===== src/rtl/icache_req_arb.sv =====
// -----------------------------------------------------------------------------
// icache_req_arb
//   Arbitrates the single i-cache read port between IFU demand fetches and the
//   next-line prefetcher. Only one cache read is outstanding at a time. Demand
//   wins by default. A prefetch that has lost PF_MAX_WAIT demand grants in a
//   row wins the next grant. A prefetch still in flight is handed to the IFU as
//   a demand completion when the pending demand targets the same line. A flush
//   drops the in-flight read: its response is drained and discarded.
//
//   Optional feature macro: ICARB_PERF_CNT_EN adds saturating performance
//   counters (cnt_dem_o, cnt_pf_o, cnt_promote_o).
//
// Ports
//   clk_i, rst_n_i          clock, asynchronous active-low reset
//   flush_i                 pipeline flush
//   dem_req_i/dem_addr_i    demand request (level) and fetch address
//   dem_done_o/dem_line_o   demand completion and returned line
//   pf_req_i/pf_addr_i      prefetch request (level) and address
//   pf_gnt_o                prefetch accepted by the cache (pulse)
//   pf_done_o               prefetch completed and not promoted
//   cache_req_o/_addr_o     read request to the i-cache
//   cache_ready_i           i-cache accepts the request
//   cache_done_i/_out_i     read response valid and payload
//   cnt_*_o                 performance counters (ICARB_PERF_CNT_EN only)
// -----------------------------------------------------------------------------
package icache_req_arb_pkg;
  localparam int XLEN          = 32;
  localparam int ICACHE_OFFSET = 6;
  localparam int LINE_W        = 64;

  typedef struct packed {
    logic [XLEN-1:0]   pc;
    logic [LINE_W-1:0] line;
  } icache_out_t;
endpackage

module icache_req_arb
  import icache_req_arb_pkg::*;
#(
  parameter int PF_MAX_WAIT = 8,
  parameter int CNT_W       = 16
) (
  input  logic              clk_i,
  input  logic              rst_n_i,
  input  logic              flush_i,
  input  logic              dem_req_i,
  input  logic [XLEN-1:0]   dem_addr_i,
  output logic              dem_done_o,
  output icache_out_t       dem_line_o,
  input  logic              pf_req_i,
  input  logic [XLEN-1:0]   pf_addr_i,
  output logic              pf_gnt_o,
  output logic              pf_done_o,
  output logic              cache_req_o,
  output logic [XLEN-1:0]   cache_addr_o,
  input  logic              cache_ready_i,
  input  logic              cache_done_i,
  input  icache_out_t       cache_out_i
`ifdef ICARB_PERF_CNT_EN
  ,
  output logic [CNT_W-1:0]  cnt_dem_o,
  output logic [CNT_W-1:0]  cnt_pf_o,
  output logic [CNT_W-1:0]  cnt_promote_o
`endif
);

  localparam int TAG_W  = XLEN - ICACHE_OFFSET;
  localparam int WAIT_W = $clog2(PF_MAX_WAIT + 1);
  localparam logic [WAIT_W-1:0] WAIT_MAX = WAIT_W'(PF_MAX_WAIT);

  if (PF_MAX_WAIT < 1 || CNT_W < 1) begin : g_param_chk
    $error("icache_req_arb: PF_MAX_WAIT and CNT_W must be at least 1");
  end

  typedef enum logic [1:0] {IDLE, BUSY_DEM, BUSY_PF, DRAIN} state_t;

  state_t              state_q, state_d;
  logic [WAIT_W-1:0]   wait_cnt_q;
  logic [TAG_W-1:0]    tag_q;
  logic                sel_pf;
  logic                issue;
  logic                promote;

  always_comb begin
    state_d      = state_q;
    cache_req_o  = 1'b0;
    cache_addr_o = '0;
    pf_gnt_o     = 1'b0;
    dem_done_o   = 1'b0;
    pf_done_o    = 1'b0;
    sel_pf       = 1'b0;
    issue        = 1'b0;
    promote      = 1'b0;
    case (state_q)
      IDLE: begin
        // A lone prefetch is always taken; against a demand it needs a full
        // run of lost grants first.
        sel_pf      = pf_req_i & (~dem_req_i | (wait_cnt_q == WAIT_MAX));
        cache_req_o = (dem_req_i | pf_req_i) & ~flush_i;
        if (cache_req_o) cache_addr_o = sel_pf ? pf_addr_i : dem_addr_i;
        issue    = cache_req_o & cache_ready_i;
        pf_gnt_o = issue & sel_pf;
        if (issue) state_d = sel_pf ? BUSY_PF : BUSY_DEM;
      end
      BUSY_DEM: begin
        if (cache_done_i) begin
          dem_done_o = ~flush_i;
          state_d    = IDLE;
        end else if (flush_i) begin
          state_d = DRAIN;
        end
      end
      BUSY_PF: begin
        // The prefetched line serves a waiting demand for the same line.
        promote = dem_req_i & (dem_addr_i[XLEN-1:ICACHE_OFFSET] == tag_q);
        if (cache_done_i) begin
          dem_done_o = ~flush_i & promote;
          pf_done_o  = ~flush_i & ~promote;
          state_d    = IDLE;
        end else if (flush_i) begin
          state_d = DRAIN;
        end
      end
      DRAIN: begin
        if (cache_done_i) state_d = IDLE;
      end
      default: state_d = IDLE;
    endcase
  end

  assign dem_line_o = dem_done_o ? cache_out_i : '0;

  always_ff @(posedge clk_i or negedge rst_n_i) begin
    if (!rst_n_i) begin
      state_q    <= IDLE;
      wait_cnt_q <= '0;
      tag_q      <= '0;
    end else begin
      state_q <= state_d;
      if (issue) tag_q <= cache_addr_o[XLEN-1:ICACHE_OFFSET];
      // Counts demand grants taken while a prefetch is waiting.
      if (flush_i || pf_gnt_o || !pf_req_i) begin
        wait_cnt_q <= '0;
      end else if (issue && !sel_pf && wait_cnt_q < WAIT_MAX) begin
        wait_cnt_q <= wait_cnt_q + 1'b1;
      end
    end
  end

`ifdef ICARB_PERF_CNT_EN
  localparam logic [CNT_W-1:0] CNT_MAX = '1;
  logic pf_cmpl;
  logic prom_cmpl;

  assign prom_cmpl = dem_done_o & (state_q == BUSY_PF);
  assign pf_cmpl   = pf_done_o | prom_cmpl;

  always_ff @(posedge clk_i or negedge rst_n_i) begin
    if (!rst_n_i) begin
      cnt_dem_o     <= '0;
      cnt_pf_o      <= '0;
      cnt_promote_o <= '0;
    end else begin
      if (dem_done_o && cnt_dem_o != CNT_MAX)     cnt_dem_o     <= cnt_dem_o + 1'b1;
      if (pf_cmpl && cnt_pf_o != CNT_MAX)         cnt_pf_o      <= cnt_pf_o + 1'b1;
      if (prom_cmpl && cnt_promote_o != CNT_MAX)  cnt_promote_o <= cnt_promote_o + 1'b1;
    end
  end
`endif

endmodule


===== config.mk =====
export PLATFORM = sky130hd
export DESIGN_NAME = icache_req_arb
export DESIGN_NICKNAME = d
export VERILOG_FILES = /design/src/rtl/icache_req_arb.sv
export SDC_FILE = /design/constraint.sdc
export NUM_CORES = 1
export LEC_CHECK = 0
export CAP_MARGIN = 5
export CORE_AREA = 3 3 116 118
export CTS_CLUSTER_SIZE = 16
export DETAILED_ROUTE_END_ITERATION = 12
export DIE_AREA = 0 0 119 121
export GPL_TIMING_DRIVEN = 0
export PLACE_DENSITY = 0.86
export SLEW_MARGIN = 10
export SYNTH_ARGS = -nofsm -noshare
export SYNTH_HDL_FRONTEND = slang
export SYNTH_SLANG_ARGS = --single-unit
export TNS_END_PERCENT = 100

===== constraint.sdc =====
create_clock -name clk_i -period 4.7 [get_ports clk_i]
set_input_delay 1.175 -clock clk_i [delete_from_list [all_inputs] [get_ports clk_i]]
set_output_delay 1.175 -clock clk_i [all_outputs]
set_load 0.02 [all_outputs]

==> results of run 1 <==
layout make-up:
type                       count  share of cell area, %
multi-input combinational    482                  43.75
timing repair buffer         304                  35.71
sequential                    32                  10.57
buffer                        75                  4.624
tap                          172                  2.841
clock buffer                   6                  1.833
inverter                      11                 0.5450
clock inverter                 2                 0.1321
critical path, cell delays in order:
cell	delay, ns
clkdlybuf4s50_1	0.53
inv_1	0.09
nor4_2	0.34
nand4_1	0.16
buf_4	0.20
clkbuf_1	0.24
o31ai_1	0.31
dlygate4sd1_1	0.39
per-layer routing:
metal  global-route usage, %  vias to the layer above  part of all wire [%]
met1                   30.26                     2830                    39
met3                   5.501                       27                   8.3
li1                        -                     2854                     -
met5                       0                        -                     0
met4                   6.951                        0                   2.0
met2                   46.77                      304                    50
metrics by stage:
| step | area [um^2] | hold slack, ns | instances | setup slack, ns | total power, uW |
|---|---|---|---|---|---|
| after floorplan | 4388 | 0.4689 | 600 | 0.7131 | 1396 |
| after global placement | 7586 | 0.4798 | 1070 | -0.7482 | 2070 |
| after detailed placement | 7581 | 0.4896 | 1070 | -0.7582 | 2099 |
| after CTS | 7746 | 0.5012 | 1084 | 0.0001874 | 2403 |
| after global routing | 7576 | 0.5279 | 1084 | -0.008859 | 2559 |
| final | 7576 | 0.5008 | 1084 | 0.07417 | 2402 |
cell usage in the layout, fill, tap and decap left out, types with 4 or more instances in the layout:
master / Yosys / layout
clkbuf_16: 0 / 5
o21ai_0: 29 / 29
clkdlybuf4s15_1: 0 / 10
clkdlybuf4s50_1: 0 / 199
nor4_2: 0 / 4
buf_4: 3 / 10
nor2_1: 33 / 33
a21oi_1: 8 / 8
dfrtp_1: 32 / 32
dlygate4sd2_1: 0 / 22
mux2i_1: 33 / 33
o31ai_1: 83 / 76
xor2_1: 26 / 26
clkbuf_1: 54 / 36
nand2_1: 32 / 31
buf_2: 13 / 16
nand3_1: 101 / 101
nand3b_1: 97 / 97
o31ai_2: 13 / 19
clkbuf_4: 0 / 5
inv_1: 11 / 11
clkbuf_2: 0 / 70
ha_1: 5 / 5
dlygate4sd1_1: 0 / 7
path summary, 6_finish.rpt:
| kind | to | slack, ns |
|---|---|---|
| worst max-delay path | dem_line_o[5] | 0.07 |
| worst min-delay path | tag_q[22] | 0.50 |
| worst max register to register | tag_q[20] | 2.72 |
| worst min register to register | tag_q[22] | 0.50 |
| max in group asynchronous | wait_cnt_q[0] | 3.29 |
| min in group asynchronous | tag_q[5] | 0.95 |
report_power, final:
part | switching, uW | total, uW | internal (uW) | leakage (uW)
clock network | 115 | 323 | 208 | 0.0000766
registers | 80.4 | 470 | 389 | 0.000405
logic | 938 | 1610 | 671 | 0.00245
total | 1130 | 2400 | 1270 | 0.00293
kinds of logic (layout without fill, tap and decap cells):
group                    count (synthesis)  after routing
buffers and inverters                   86            398
XOR/XNOR                                26             26
flip-flops                              32             32
multiplexers                            34             34
AND/OR/NAND/NOR                        277            277
AO/OA/AOI/OAI                          140            140
adder cells (fa/ha/maj)                  5              5
synthesized netlist by cell type (2+ instances only):
| library cell | count | area [um^2] |
|---|---|---|
| nand3_1 | 101 | 505.5 |
| nand3b_1 | 97 | 728.2 |
| o31ai_1 | 83 | 623.1 |
| clkbuf_1 | 54 | 202.7 |
| mux2i_1 | 33 | 330.3 |
| nor2_1 | 33 | 123.9 |
| dfrtp_1 | 32 | 800.8 |
| nand2_1 | 32 | 120.1 |
| o21ai_0 | 29 | 145.1 |
| xor2_1 | 26 | 227.7 |
| buf_2 | 13 | 65.06 |
| o31ai_2 | 13 | 162.7 |
| inv_1 | 11 | 41.29 |
| a21oi_1 | 8 | 40.04 |
| nor4_1 | 6 | 37.54 |
| buf_1 | 5 | 18.77 |
| ha_1 | 5 | 62.56 |
| buf_4 | 3 | 22.52 |
| nand4_1 | 2 | 12.51 |
flip-flops by register name, indices dropped and copies added, names as in the netlist:
| register | cells |
|---|---|
| tag_q | 26 |
| wait_cnt_q | 4 |
| state_q | 2 |
what timing repair did:
item	in CTS	in global routing
resized for setup	145	188
endpoints found under the setup margin	98	113
setup buffers	6	0
pin swaps	4	1
==> flow_metrics.env, run 1 <==
export IMPL_status="complete, no violations"
export IMPL_rsz0062_at_grt="yes"
export IMPL_synth_area_mux_share_pct=7.784
export IMPL_synth_xor_area_share_pct=5.190
export IMPL_multiInputGateArea_um2=3314
export IMPL_initial_utilization_pct=34.91
export IMPL_synthAdderAreaFrac_pct=1.426
export IMPL_synth_area_per_cell_um2=7.313
export IMPL_fp_dieArea_um2=14400
export IMPL_leakagePower_uw=0.002929
export IMPL_wl_mm=19.84
export IMPL_synth_enable_flop_cells=0
export IMPL_fin_setup_tns_ns=0
export IMPL_path_max_fanout=10
export IMPL_finalCritPeriodShare_pct=98.42
export IMPL_worstReg2RegStart="wait_cnt_q[0]"
export IMPL_cap_violations=0
export IMPL_path_class="input port to output pin"
export IMPL_synthSimpleGateAreaFrac_pct=35.79
export IMPL_hold_viol=0
export IMPL_ant_nets=0
export IMPL_crit_arrival_ns=3.45
export IMPL_vias=6015
export IMPL_fmax_mhz=216.2
export IMPL_h_tree_depth=2
export IMPL_cts_tree="built"
export IMPL_worstHoldPathCells=2
export IMPL_drtIter0Drc=467
export IMPL_cts_hold_buf=0
export IMPL_numCtsBuffers=5
export IMPL_ys_types=33
export IMPL_fin_skew_ns=0.003354
export IMPL_nFillCells=1150
export IMPL_synth_area_um2=4388
export IMPL_synth_top_family_by_area="simple AND/OR/NAND/NOR gates"
export IMPL_slew_headroom_pct=52.45
export IMPL_r2r_cells=8
export IMPL_drive_above_1_share_pct=15.24
export IMPL_synth_compound_area_share_pct=23.58
export IMPL_setup_viol=0
export IMPL_gp_congestion=0.9148
export IMPL_portBuffers=298
export IMPL_area_growth_synth_to_final_pct=72.65
export IMPL_antenna_found_initial=0
export IMPL_synthArstFlopShare_pct=100.0
export IMPL_clock_sinks=32
export IMPL_syn_instance_count=600
export IMPL_clockBufferDepth=2
export IMPL_start_kind="input port"
export IMPL_ys_ff_latch=32
export IMPL_yosys_warnings=0
export IMPL_die_x_um=119
export IMPL_core_area_um2=12570
export IMPL_slew_viol_final=0
export IMPL_hold_path_class="flop to flop"
export IMPL_drc=0
export IMPL_drt_wirelength_per_cell_um=18.30
export IMPL_diodes=0
export IMPL_post_drt_via_cell_ratio=5.549
export IMPL_io_pins=299
export IMPL_synth_nets=772
export IMPL_p_per_area_nw_per_um2=317.0
export IMPL_ir_worst_vdd_v=0.0002731
export IMPL_tightestPinTransition_ns=0.7133
export IMPL_layout_nets=1083
export IMPL_first_pass_iters=5
export IMPL_required_ns=3.52
export IMPL_grt_start_max_net_pins=33
export IMPL_worstSkewPairLatency_ns=0.28
export IMPL_grt_pass1_vias=5800
export IMPL_ys_flop_type="dfrtp_1"
export IMPL_std_cell_rows=41
export IMPL_cp_startpoint="dem_req_i"
export IMPL_post_route_util_pct=60.28
export IMPL_period_minus_slack_ns=4.626
export IMPL_min_delay_start="tag_q[22]"
export IMPL_clk_pin_slew_worst_paths_ns=0.05
export IMPL_overflow=0
export IMPL_end_kind="output pin"
export IMPL_dp_hpwl_mm=15.57
export IMPL_fp_dieH_um=121
export IMPL_register_area_um2=800.8
export IMPL_grt_pass1_wl_mm=30.28
export IMPL_grt_use_total_pct=25.62
export IMPL_ys_seq_area_share_pct=18.25
export IMPL_cts_root_buf="clkbuf_16"
No activity file was read; power rests on OpenSTA's default activity.
==> run 2: changes to the inputs <==
CAP_MARGIN = 0   (was 5)
SLEW_MARGIN = not set   (was 10)
==> results of run 2 <==
No change in the layout: final DEF, timing and power equal those of run 1.
